<file path="src/rtl/mandel_pkg.sv">
`default_nettype none
// ============================================================================
// Module  : mandel_pkg
// Brief   : shared widths, scan FSM states and latched configuration record
// Rev     : 1.0
// ============================================================================
package mandel_pkg;

  localparam int C_COORD_W   = 32;
  localparam int C_DIM_W     = 16;
  localparam int C_ITER_W    = 16;
  localparam int C_FRAC_BITS = 28;  // Q4.28 coordinate format

  typedef enum logic [2:0] {
    ST_IDLE      = 3'd0,
    ST_ROW_WAIT  = 3'd1,
    ST_ISSUE     = 3'd2,
    ST_WAIT_RSP  = 3'd3,
    ST_EMIT      = 3'd4,
    ST_FRAME_GAP = 3'd5,
    ST_CLEAR     = 3'd6
  } scan_state_t;

  typedef struct packed {
    logic [C_DIM_W-1:0]   width;
    logic [C_DIM_W-1:0]   height;
    logic [C_COORD_W-1:0] xstart;
    logic [C_COORD_W-1:0] ystart;
    logic [C_COORD_W-1:0] xincr;
    logic [C_COORD_W-1:0] yincr;
    logic [7:0]           frames;
  } scan_cfg_t;

endpackage
`default_nettype wire

</file>
<file path="src/rtl/mandel_coord_gen.sv">
`default_nettype none
// ============================================================================
// Module  : mandel_coord_gen
// Brief   : real/imag coordinate accumulators, wrapping two's-complement adds
// Rev     : 1.0
// ============================================================================
module mandel_coord_gen
  import mandel_pkg::*;
#(
  parameter int COORD_W = C_COORD_W
) (
  input  logic               sync_clk,
  input  logic               rst,
  input  logic               load_start,
  input  logic               load_row,
  input  logic               step_x,
  input  logic               step_y,
  input  logic [COORD_W-1:0] xstart,
  input  logic [COORD_W-1:0] ystart,
  input  logic [COORD_W-1:0] xincr,
  input  logic [COORD_W-1:0] yincr,
  output logic [COORD_W-1:0] xr,
  output logic [COORD_W-1:0] yr
);

  logic [COORD_W-1:0] r_xr;
  logic [COORD_W-1:0] r_yr;

  always_ff @(posedge sync_clk) begin
    if (rst) begin
      r_xr <= '0;
      r_yr <= '0;
    end else if (load_start) begin
      r_xr <= xstart;
      r_yr <= ystart;
    end else begin
      if (load_row) begin
        r_xr <= xstart;
      end else if (step_x) begin
        r_xr <= r_xr + xincr;
      end
      if (step_y) begin
        r_yr <= r_yr + yincr;
      end
    end
  end

  assign xr = r_xr;
  assign yr = r_yr;

endmodule
`default_nettype wire

</file>
<file path="src/rtl/mandel_scan_ctrl.sv">
`default_nettype none
// ============================================================================
// Module  : mandel_scan_ctrl
// Brief   : scans a pixel window, drives an iteration engine, streams pixels
// Rev     : 1.0
// ============================================================================
module mandel_scan_ctrl
  import mandel_pkg::*;
#(
  parameter int COORD_W     = C_COORD_W,
  parameter int DIM_W       = C_DIM_W,
  parameter int ITER_W      = C_ITER_W,
  parameter int MAX_ITER    = 1000,
  parameter int FLUSH_EVERY = 10,
  parameter int LINE_GAP    = 10,
  parameter int FRAME_GAP   = 200
) (
  input  logic               sync_clk,
  input  logic               rst,
  input  logic               cfg_valid,
  output logic               cfg_ready,
  input  logic [DIM_W-1:0]   cfg_width,
  input  logic [DIM_W-1:0]   cfg_height,
  input  logic [COORD_W-1:0] cfg_xstart,
  input  logic [COORD_W-1:0] cfg_ystart,
  input  logic [COORD_W-1:0] cfg_xincr,
  input  logic [COORD_W-1:0] cfg_yincr,
  input  logic [7:0]         cfg_frames,
  output logic               eng_req_valid,
  input  logic               eng_req_ready,
  output logic [COORD_W-1:0] eng_c_re,
  output logic [COORD_W-1:0] eng_c_im,
  input  logic               eng_rsp_valid,
  input  logic [ITER_W-1:0]  eng_rsp_iter,
  output logic               pix_valid,
  input  logic               pix_ready,
  output logic [DIM_W-1:0]   pix_x,
  output logic [DIM_W-1:0]   pix_y,
  output logic [ITER_W-1:0]  pix_n,
  output logic               flush,
  output logic               frame_done,
  output logic               clear,
  output logic               busy
);

  localparam int GAP_MAX = (LINE_GAP > FRAME_GAP) ? LINE_GAP : FRAME_GAP;
  localparam int GAP_W   = $clog2(GAP_MAX + 1);
  localparam int FC_W    = (FLUSH_EVERY > 1) ? $clog2(FLUSH_EVERY) : 1;

  scan_state_t       r_state;
  scan_state_t       w_next;
  scan_cfg_t         r_cfg;
  scan_cfg_t         w_cfg_in;
  scan_cfg_t         w_cfg_src;
  logic [DIM_W-1:0]  r_x;
  logic [DIM_W-1:0]  r_y;
  logic [ITER_W-1:0] r_n;
  logic [7:0]        r_frame;
  logic [GAP_W-1:0]  r_gap;
  logic [FC_W-1:0]   r_fcnt;
  logic              w_load_start;
  logic              w_load_row;
  logic              w_step_x;
  logic              w_step_y;
  logic              w_last_x;
  logic              w_last_y;
  logic              w_cfg_ok;

  assign w_cfg_in = '{width:  cfg_width,  height: cfg_height,
                      xstart: cfg_xstart, ystart: cfg_ystart,
                      xincr:  cfg_xincr,  yincr:  cfg_yincr,
                      frames: cfg_frames};

  // In IDLE the accumulators load straight from the request, before it is latched
  assign w_cfg_src = (r_state == ST_IDLE) ? w_cfg_in : r_cfg;

  assign w_cfg_ok = (cfg_width != '0) && (cfg_height != '0) && (cfg_frames != 8'd0);
  assign w_last_x = (r_x == r_cfg.width - DIM_W'(1));
  assign w_last_y = (r_y == r_cfg.height - DIM_W'(1));

  always_comb begin
    w_next        = r_state;
    w_load_start  = 1'b0;
    w_load_row    = 1'b0;
    w_step_x      = 1'b0;
    w_step_y      = 1'b0;
    eng_req_valid = 1'b0;
    pix_valid     = 1'b0;
    flush         = 1'b0;
    frame_done    = 1'b0;
    clear         = 1'b0;
    case (r_state)
      ST_IDLE: begin
        if (cfg_valid && w_cfg_ok) begin
          w_load_start = 1'b1;
          w_next       = ST_ROW_WAIT;
        end
      end
      ST_ROW_WAIT: begin
        if (r_gap == GAP_W'(LINE_GAP - 1)) begin
          w_load_row = 1'b1;
          w_next     = ST_ISSUE;
        end
      end
      ST_ISSUE: begin
        eng_req_valid = 1'b1;
        if (eng_req_ready) w_next = ST_WAIT_RSP;
      end
      ST_WAIT_RSP: begin
        if (eng_rsp_valid) w_next = ST_EMIT;
      end
      ST_EMIT: begin
        pix_valid = 1'b1;
        if (pix_ready) begin
          flush    = (r_fcnt == '0);
          w_step_x = 1'b1;
          if (w_last_x) begin
            w_step_y = 1'b1;
            if (w_last_y) begin
              frame_done = 1'b1;
              w_next     = ST_FRAME_GAP;
            end else begin
              w_next = ST_ROW_WAIT;
            end
          end else begin
            w_next = ST_ISSUE;
          end
        end
      end
      ST_FRAME_GAP: begin
        if (r_gap == GAP_W'(FRAME_GAP - 1)) w_next = ST_CLEAR;
      end
      ST_CLEAR: begin
        clear = 1'b1;
        if (r_frame + 8'd1 == r_cfg.frames) begin
          w_next = ST_IDLE;
        end else begin
          w_load_start = 1'b1;
          w_next       = ST_ROW_WAIT;
        end
      end
      default: w_next = ST_IDLE;
    endcase
  end

  always_ff @(posedge sync_clk) begin
    if (rst) begin
      r_state <= ST_IDLE;
      r_cfg   <= '0;
      r_x     <= '0;
      r_y     <= '0;
      r_n     <= '0;
      r_frame <= '0;
      r_gap   <= '0;
      r_fcnt  <= '0;
    end else begin
      r_state <= w_next;

      if (r_state == ST_IDLE && w_load_start) begin
        r_cfg   <= w_cfg_in;
        r_frame <= '0;
      end else if (r_state == ST_CLEAR) begin
        r_frame <= r_frame + 8'd1;
      end

      // Gap timer runs only while parked in a gap state and restarts on any exit
      if ((r_state == ST_ROW_WAIT || r_state == ST_FRAME_GAP) && w_next == r_state) begin
        r_gap <= r_gap + GAP_W'(1);
      end else begin
        r_gap <= '0;
      end

      if (r_state == ST_WAIT_RSP && eng_rsp_valid) begin
        r_n <= (eng_rsp_iter == ITER_W'(MAX_ITER)) ? '0 : eng_rsp_iter;
      end

      if (w_load_start) begin
        r_x    <= '0;
        r_y    <= '0;
        r_fcnt <= '0;
      end else if (w_step_x) begin
        if (w_last_x) begin
          r_x    <= '0;
          r_fcnt <= '0;
        end else begin
          r_x    <= r_x + DIM_W'(1);
          r_fcnt <= (r_fcnt == FC_W'(FLUSH_EVERY - 1)) ? '0 : r_fcnt + FC_W'(1);
        end
        if (w_step_y) r_y <= r_y + DIM_W'(1);
      end
    end
  end

  mandel_coord_gen #(
    .COORD_W (COORD_W)
  ) u_coord_gen (
    .sync_clk   (sync_clk),
    .rst        (rst),
    .load_start (w_load_start),
    .load_row   (w_load_row),
    .step_x     (w_step_x),
    .step_y     (w_step_y),
    .xstart     (w_cfg_src.xstart),
    .ystart     (w_cfg_src.ystart),
    .xincr      (w_cfg_src.xincr),
    .yincr      (w_cfg_src.yincr),
    .xr         (eng_c_re),
    .yr         (eng_c_im)
  );

  assign cfg_ready = (r_state == ST_IDLE);
  assign busy      = (r_state != ST_IDLE);
  assign pix_x     = r_x;
  assign pix_y     = r_y;
  assign pix_n     = r_n;

endmodule
`default_nettype wire
</file>
<file path="config.mk">
export PLATFORM = sky130hd
export DESIGN_NAME = mandel_scan_ctrl
export DESIGN_NICKNAME = d
export VERILOG_FILES = /design/src/rtl/mandel_pkg.sv /design/src/rtl/mandel_coord_gen.sv /design/src/rtl/mandel_scan_ctrl.sv
export SDC_FILE = /design/constraint.sdc
export NUM_CORES = 1
export LEC_CHECK = 0
export BUFFER_PORTS_ARGS = -buffer_cell sky130_fd_sc_hd__buf_4
export CORE_MARGIN = 2
export CORE_UTILIZATION = 50
export CTS_CLUSTER_DIAMETER = 40
export DETAILED_ROUTE_END_ITERATION = 6
export PLACE_DENSITY = 0.72
export SETUP_SLACK_MARGIN = 0.05
export SLEW_MARGIN = 10
export SYNTH_ARGS = -nofsm -noshare
export SYNTH_HDL_FRONTEND = slang
export SYNTH_SLANG_ARGS = --single-unit
</file>
<file path="constraint.sdc">
create_clock -name sync_clk -period 6.65 [get_ports sync_clk]
set_clock_uncertainty 0.2 [all_clocks]
set_input_delay 1.6625 -clock sync_clk [delete_from_list [all_inputs] [get_ports sync_clk]]
set_output_delay 1.6625 -clock sync_clk [all_outputs]
set_load 0.02 [all_outputs]
</file>
# Yosys cells after proc, flatten, opt, wreduce, memory -nomap -nowiden
# Cells that the tools add are included.
# W data, S select, Z words.
# word_totals
reg_bits	303
inputBits	190
output_inout_bits	119
wordCells	98
# op_classes
n_addsub	9
eq_ne	14
mux	39
bitwise	1
reduce_logical	19
# op_table
cell	count
$mux W32	5
$mux W136	1
$add A32 B32 Y32	2
$add A16 B1 Y16 const B	2
$eq A16 B16 Y1	2
$mux W16	2
$reduce_bool A16 Y1	2
$sub A16 B1 Y16 const B	2
$mux W3	8
$pmux W3 S7	1
$mux W1	19
$add A8 B1 Y8 const B	2
$eq A16 B10 Y1 const B	1
$eq A3 B3 Y1 const B	3
$eq A8 B4 Y1 const B	1
$eq A8 B8 Y1	1
$eq A8 B8 Y1 const B	1
$mux W4	2
$reduce_bool A8 Y1	1
$eq A3 B2 Y1 const B	2
$logic_and A1 B1 Y1	6
$reduce_bool A3 Y1	2
$reduce_or A2 Y1	3
$add A4 B1 Y4 const B	1
other kinds (10)	10

# Depth between registers and ports, before layout
# Gate-level depths: netlist of the first run.
# logic_depth
ltp_word	10
mapped_depth	19
mapped_depth_nobuf	16

# Modules after synthesis
# A second synthesis of the first run with hierarchy kept.
# hier_totals
cells_unflattened	2497
area_unflattened_um2	17834.6
# modules_own_cells
module	n_inst	cells_per_inst	area_each_um2	seq_area_each_um2
mandel_scan_ctrl	1	1747	12017.8	4784.6
mandel_coord_gen	1	750	5816.8	1281.2

# Worst setup path before layout of the first run
# Ideal clock, no wire load.
# synth_path
kind	input-to-output
from	input pix_ready
to	output flush
arrival_time_ns	3.157
path_slack_ns	1.630
stages	5
path_buffers	2
path_cell_list	nor2b_1 > nand2_1 > clkbuf_1 > clkbuf_1 > nor4b_1
# synth_via
elab_chain_cells	2
# synth_rtl
item	line_no	text
start: declaration	mandel_scan_ctrl.sv:36	input logic pix_ready,
$mux W1	mandel_scan_ctrl.sv:114	if (pix_ready) begin
$mux W1	mandel_scan_ctrl.sv:92	case (r_state)
end: declaration	mandel_scan_ctrl.sv:40	output logic flush,
# No other way between the ends.

# Worst setup path in the final report of the first run
# layout_path
from	register r_cfg[152] (netlist bit)
to	output frame_done
# layout_via
elab_chain_cells	5
# layout_rtl
item	line_no	text
start: declaration	mandel_scan_ctrl.sv:52	scan_cfg_t r_cfg;
start signal: assignment	mandel_scan_ctrl.sv:160	r_cfg <= w_cfg_in;
$sub A16 B1 Y16	mandel_scan_ctrl.sv:78	assign w_last_x = (r_x == r_cfg.width - DIM_W'(1));
$eq A16 B16 Y1	mandel_scan_ctrl.sv:78	
$mux W1	mandel_scan_ctrl.sv:117	if (w_last_x) begin
$mux W1	mandel_scan_ctrl.sv:114	
$mux W1	mandel_scan_ctrl.sv:92	
end: declaration	mandel_scan_ctrl.sv:41	output logic frame_done,
# No other way between the ends.

==> impl_results.md, run 1 <==
- Leak Pwr: 0.00900 uW
- CTS tree: yes
- Synthesized flop and latch total: between 300 and 400
- EDFF count, synth: 0
- Hold_buf cts: 0
- P per Cell Area: approximately 270 nW/um2
- Delay-heaviest family, CP: simple AND/OR/NAND/NOR gates
- Root buf cell: clkbuf_16
- Most frequent cells in the layout: nand2_1, buf_4, dfxtp_1
- Critical Path RT: between 4000 and 5000 ps
- TritonCTS Buffers: 48
- Port bufs: approximately 310
- Initial Util: approximately half
- Hold_sp: r_cfg[103]$_SDFFE_PP0P_
- Critical path buffer and inverter count: 2
- Area share of xor/xnor cells in the synthesized design: 7.63%
- Tightest Pin Transition: around 1000 ps
- I/O pin cnt: 309
- Utilization after layout: a little over three fifths
- Area of the multi-input gates: between 10,000 and 15,000 um2
- Post-synthesis mux area share: less than 1%
- Total negative setup slack: 0 ps
- Final Hold Fails: 0
- CP Class: flop to output pin
- Crit Path Max Fanout: 8
- Area fraction in and, or, nand and nor cells after synthesis: about a quarter
- Wirelength per Cell: between 15 and 20 um
- Via-to-Cell Ratio: between 5 and 6
- RSZ-0062 raised after global routing: false
- Tcrit/Tclk final: roughly 86%
- CTS max path bufs: 3
- DR pass1 iterations: 7
- Max-cap viol count: 0
- Seq. cell area: just over 6000 um2
- Slowest cell on crit path: or4b_1
- Grt total ovfl: 0
- Minimum clock period after layout: 5730 ps
- Post-synthesis compound-gate area fraction: 21.6%
- Commonest non-fill, non-tap cell in the layout: nand2_1
- Largest net degree at the start of global routing: 87
- Initial antenna violation count: 0
- Design Area, Final: ~21,000 um2
- Register-to-Register Path Depth: 15
- Min-Delay Path Depth: 2
- Origin of the critical flop-to-flop path: r_state[2]$_SDFF_PP0_
- Worst setup EP type: output pin
- Ys Warns: 0
- Routed wire length: about 51,000 um
- Syn Area/Cell: approximately 7.6 um2
- Async SR Flop Fraction: 0%
- Maximum clock rate: 0.174 GHz
- Sequential area share after synthesis: around 36%
- Remaining DRCs: 0
- Filler Cell Count: around 3,000
- Area grow syn2layout: 25.1%
- Die Area: approximately 35,000 um2
- Main combinational cell family by area after synthesis: simple AND/OR/NAND/NOR gates
- Cell Area, Synth: between 15,000 and 20,000 um2
- Cells after Synth: about 2,200
- Via count: ~17,000
- Final Setup Violations: 0
- # H-tree levels: 2
- DP Wirelength: 35,400 um
- R2r endpoint: u_coord_gen.yr[31]$_SDFFE_PP0P_
- Prevailing post-synth register cell: dfxtp_1
- Hold EP: r_cfg[103]$_SDFFE_PP0P_
- Share of cells above drive strength 1: between 15 and 20%
- Iter 0 DRT Violations: around 1,000
- Std-Cell Rows: 67
- Post-CTS sizing: 0
- Peak supply drop: around 0.23 mV
- Die Y: between 150 and 200 um
- Hold crit path type: flop to flop
- Clock latency on the worst-skew pair: between 500 and 600 ps
- Status: finished clean
- Total track usage: 27.9%
- Max-slew violation count: 0
- First-pass GRT wire length: 80,200 um
- Vias in the first global route: 15,800
- Max incr delay on CP: around 640 ps
- Placed cell area: ~19,000 um2
- RePlAce Congestion: 0.917
- R2r setup slk: ~1500 ps
- Routed Antenna Nets: 0
- Final net count: approximately 2,700
- CTS Sinks: 303
- Antenna Cells: 0
- Die Wd: between 150 and 200 um
- Slew headroom: between 20% and 30%
- Core area: between 30,000 and 40,000 um2
- Crit path launch type: flop
- Syn nets: 2,472
- Count of cell types in the netlist: 83
- Clk slew on worst S/H paths: 50 ps
- CP Cell Sequence: inv_1, ha_1, or4b_1, xnor2_1, a2bb2oi_1, o32ai_1, o21ai_1, or3_4, or4b_4, nor2_1, buf_4
- Synth Area in Adders: roughly 5.6%
- Postcts setup bufs: 0
- Critical Path AT: between 3000 and 4000 ps
[per-stage QoR]
step	hold WS (ps)	std cells	power (uW)	worst slack, ps
finish	252	2940	5650	916
global route	266	2940	5880	766
CTS	251	2940	5670	924
detailed placement	244	2851	3120	1300
global placement	239	2851	3090	1430
floorplan	234	2208	2760	1630
[layout make-up]
type                       count  area share, %
tap                          448           2.68
multi-input combinational   1742           48.3
clock inverter                34           1.77
timing repair buffer         326           11.7
inverter                      32          0.585
sequential                   303           29.0
clock buffer                  55           6.06
[registers in the layout, indices dropped and copies added, names as in the netlist]
register        count
r_cfg             168
u_coord_gen.xr     32
r_state             3
pix_y              16
r_frame             8
pix_n              16
r_fcnt              4
u_coord_gen.yr     32
r_gap               8
pix_x              16
[report_power, final]
part           leakage (uW)  switching (uW)  internal, uW  total, uW
logic               0.00571             640           453       1090
clock network      0.000803             985          1560       2550
registers           0.00248            84.9          1920       2010
[layer usage]
metal  up-vias  share of wire [%]  wire length [um]  global-route usage (%)
li1       8219                  -                 -                       -
met1      7847                 43             22000                    35.4
met2       548                 47             23900                    47.1
met3       107                6.4              3260                    4.95
met4         0                3.4              1720                    11.0
met5         -                  0                 0                       0
[how the worst max path moves through the flow]
| stage | start | slack (ps) | cells past startpoint | to |
|---|---|---|---|---|
| floorplan | pix_ready | 1630 | 5 | flush |
| global placement | cfg_yincr[1] | 1430 | 14 | u_coord_gen.yr[31]$_SDFFE_PP0P_ |
| detailed placement | cfg_yincr[1] | 1300 | 14 | u_coord_gen.yr[31]$_SDFFE_PP0P_ |
| CTS | r_cfg[152]$_SDFFE_PP0P_ | 920 | 11 | frame_done |
| global route | r_cfg[152]$_SDFFE_PP0P_ | 770 | 11 | frame_done |
| finish | r_cfg[152]$_SDFFE_PP0P_ | 920 | 11 | frame_done |
[cell usage after synthesis (7+ instances only)]
cell / instances / area (um2)
a211oi_1: 36 / 270
a21boi_0: 8 / 60.1
a21o_1: 31 / 233
a21oi_1: 233 / 1170
a221oi_1: 29 / 254
a22oi_1: 7 / 52.6
a311oi_1: 21 / 184
a31oi_1: 24 / 150
a32o_1: 32 / 320
and3_1: 19 / 119
buf_1: 9 / 33.8
buf_2: 7 / 35.0
clkbuf_1: 112 / 420
dfxtp_1: 303 / 6070
ha_1: 72 / 901
inv_1: 32 / 120
mux2i_1: 9 / 90.1
nand2_1: 624 / 2340
nand2b_1: 15 / 93.8
nand3_1: 36 / 180
nand4_1: 17 / 106
nor2_1: 141 / 529
nor2b_1: 12 / 75.1
nor3_1: 29 / 145
nor4_1: 18 / 113
o21a_1: 7 / 52.6
o21ai_0: 48 / 240
o21bai_1: 11 / 82.6
o31ai_1: 8 / 60.1
or3_1: 11 / 68.8
xnor2_1: 82 / 718
xor2_1: 64 / 561
[cells by family after synthesis]
family                   Yosys count
flip-flops                       303
AND/OR/NAND/NOR                  961
multiplexers                      10
AO/OA/AOI/OAI                    551
adder cells (fa/ha/maj)           74
XOR/XNOR                         146
buffers and inverters            163
[worst min-delay path, delay by kind of cell, from the launching register on]
| family | cells | cell delay, ps |
|---|---|---|
| flip-flops | 1 | 300 |
| AND/OR/NAND/NOR | 1 | 50 |
| AO/OA/AOI/OAI | 1 | 50 |
Power figures use the tool's default switching activity.
==> inputs of run 2 (changes only) <==
--- a/config.mk
+++ b/config.mk
@@ -6,11 +6,13 @@
 export NUM_CORES = 1
 export LEC_CHECK = 0
 export BUFFER_PORTS_ARGS = -buffer_cell sky130_fd_sc_hd__buf_4
+export CELL_PAD_IN_SITES_DETAIL_PLACEMENT = 0
+export CELL_PAD_IN_SITES_GLOBAL_PLACEMENT = 2
 export CORE_MARGIN = 2
-export CORE_UTILIZATION = 50
+export CORE_UTILIZATION = 32
 export CTS_CLUSTER_DIAMETER = 40
 export DETAILED_ROUTE_END_ITERATION = 6
-export PLACE_DENSITY = 0.72
+export PLACE_DENSITY = 0.79
 export SETUP_SLACK_MARGIN = 0.05
 export SLEW_MARGIN = 10
 export SYNTH_ARGS = -nofsm -noshare
==> impl_results.md, run 2 (synthesis results as in run 1) <==
- CTS max path bufs: 3
- DP Wirelength: about 41,000 um
- Die Y: 233 um
- Largest reg by FF count: r_cfg
- CTS tree: yes
- Critical Path AT: approximately 4000 ps
- Share of cells above drive strength 1: around a fifth
- Core area: roughly 52,000 um2
- Port bufs: 308
- Most frequent cells in the layout: nand2_1, buf_4, dfxtp_1
- Total negative setup slack: 0 ps
- Max-slew violation count: 0
- Final Hold Fails: 0
- CTS Sinks: 303
- Vias in the first global route: around 16,000
- Postcts setup bufs: 0
- Hold_buf cts: 0
- Final Setup Violations: 0
- DR pass1 iterations: 5
- Iter 0 DRT Violations: 870
- # H-tree levels: 3
- Grt total ovfl: 0
- CP Class: flop to output pin
- Routed Antenna Nets: 0
- Std-Cell Rows: 83
- Placed cell area: between 15,000 and 20,000 um2
- Post-CTS sizing: 0
- Hold crit path type: flop to flop
- Minimum clock period after layout: roughly 5900 ps
- Total track usage: 21.4%
- Leak Pwr: between 0.009 and 0.01 uW
- P per Cell Area: a little over 300 nW/um2
- Wirelength per Cell: between 15 and 20 um
- Maximum clock rate: around 0.17 GHz
- Crit Path Max Fanout: 8
- Tcrit/Tclk final: between 80% and 90%
- Max-cap viol count: 0
- Via-to-Cell Ratio: slightly above 5
- Initial Util: around a third
- Worst setup EP type: output pin
- I/O pin cnt: just over 300
- Clock latency on the worst-skew pair: between 500 and 600 ps
- Tightest Pin Transition: 1240 ps
- RePlAce Congestion: 0.861
- Pwr Total: between 6000 and 7000 uW
- Peak supply drop: 0.151 mV
- Critical Path RT: 4790 ps
- Final net count: between 2,000 and 3,000
- Initial antenna violation count: 2
- Status: finished clean
- Clk slew on worst S/H paths: 50 ps
- TritonCTS Buffers: 66
- First-pass GRT wire length: between 90,000 and 100,000 um
- Area grow syn2layout: 31.8%
- Largest net degree at the start of global routing: approximately 110
- Design Area, Final: 22,100 um2
- Die Wd: 233 um
- Root buf cell: clkbuf_16
- Via count: ~17,000
- Remaining DRCs: 0
- Commonest non-fill, non-tap cell in the layout: nand2_1
- Largest register FFs: 168
- Slew headroom: between 10% and 20%
- Die Area: around 54,000 um2
- Crit path launch type: flop
- Routed wire length: approximately 59,000 um
- RSZ-0062 raised after global routing: false
[run 2: path summary, 6_finish.rpt]
check / from / to / slack (ps) / depth (start not counted)
setup / recovery: r_cfg[152]$_SDFFE_PP0P_ / frame_done / 770 / 11
hold reg to reg: r_cfg[22]$_SDFFE_PP0P_ / r_cfg[22]$_SDFFE_PP0P_ / 250 / 2
hold / removal: r_cfg[22]$_SDFFE_PP0P_ / r_cfg[22]$_SDFFE_PP0P_ / 250 / 2
setup reg to reg: r_state[2]$_SDFF_PP0_ / u_coord_gen.yr[31]$_SDFFE_PP0P_ / 1570 / 16
[run 2: critical path, stage by stage, from the launching register on]
cell and delay, ps:
dfxtp_1 350, inv_1 80, ha_1 230, or4b_1 640
xnor2_1 200, a2bb2oi_1 160, o32ai_1 130, o21ai_1 150
or3_4 500, or4b_4 590, nor2_1 220, buf_4 180
[run 2: per-layer routing]
metal / GRT usage (%) / wire (um) / vias to the layer above
met2: 34.2 / 27000 / 368
li1: - / - / 8286
met5: 0 / 23 / -
met3: 4.36 / 2810 / 104
met4: 7.30 / 1600 / 4
met1: 28.6 / 27400 / 7798
[run 2: report_power, final]
group | leakage [uW] | switching (uW) | internal, uW
Sequential | 0.00248 | 88.9 | 1930
Clock | 0.00116 | 1090 | 2460
Combinational | 0.00576 | 651 | 460
Total | 0.00940 | 1830 | 4850
[run 2: layout make-up]
cell class	count	area, um2
diodes	1	2.50
clock buffers	84	1810
clock inverters	33	566
fillers	5356	29400
inverters	32	123
multi-input cells	1742	10100
flip-flops and latches	303	6070
well taps	680	851
repair buffers	333	2530
[run 2: per-stage QoR]
step | hold WS [ps] | instances | utilization, % | worst slack (ps)
floorplan | 234 | 2208 | - | 1630
global placement | 240 | 3090 | 38.2 | 1230
detailed placement | 245 | 3090 | 38.2 | 1300
CTS | 251 | 3207 | 42.8 | 734
global route | 267 | 3207 | 42.8 | 548
finish | 250 | 3208 | 42.8 | 773
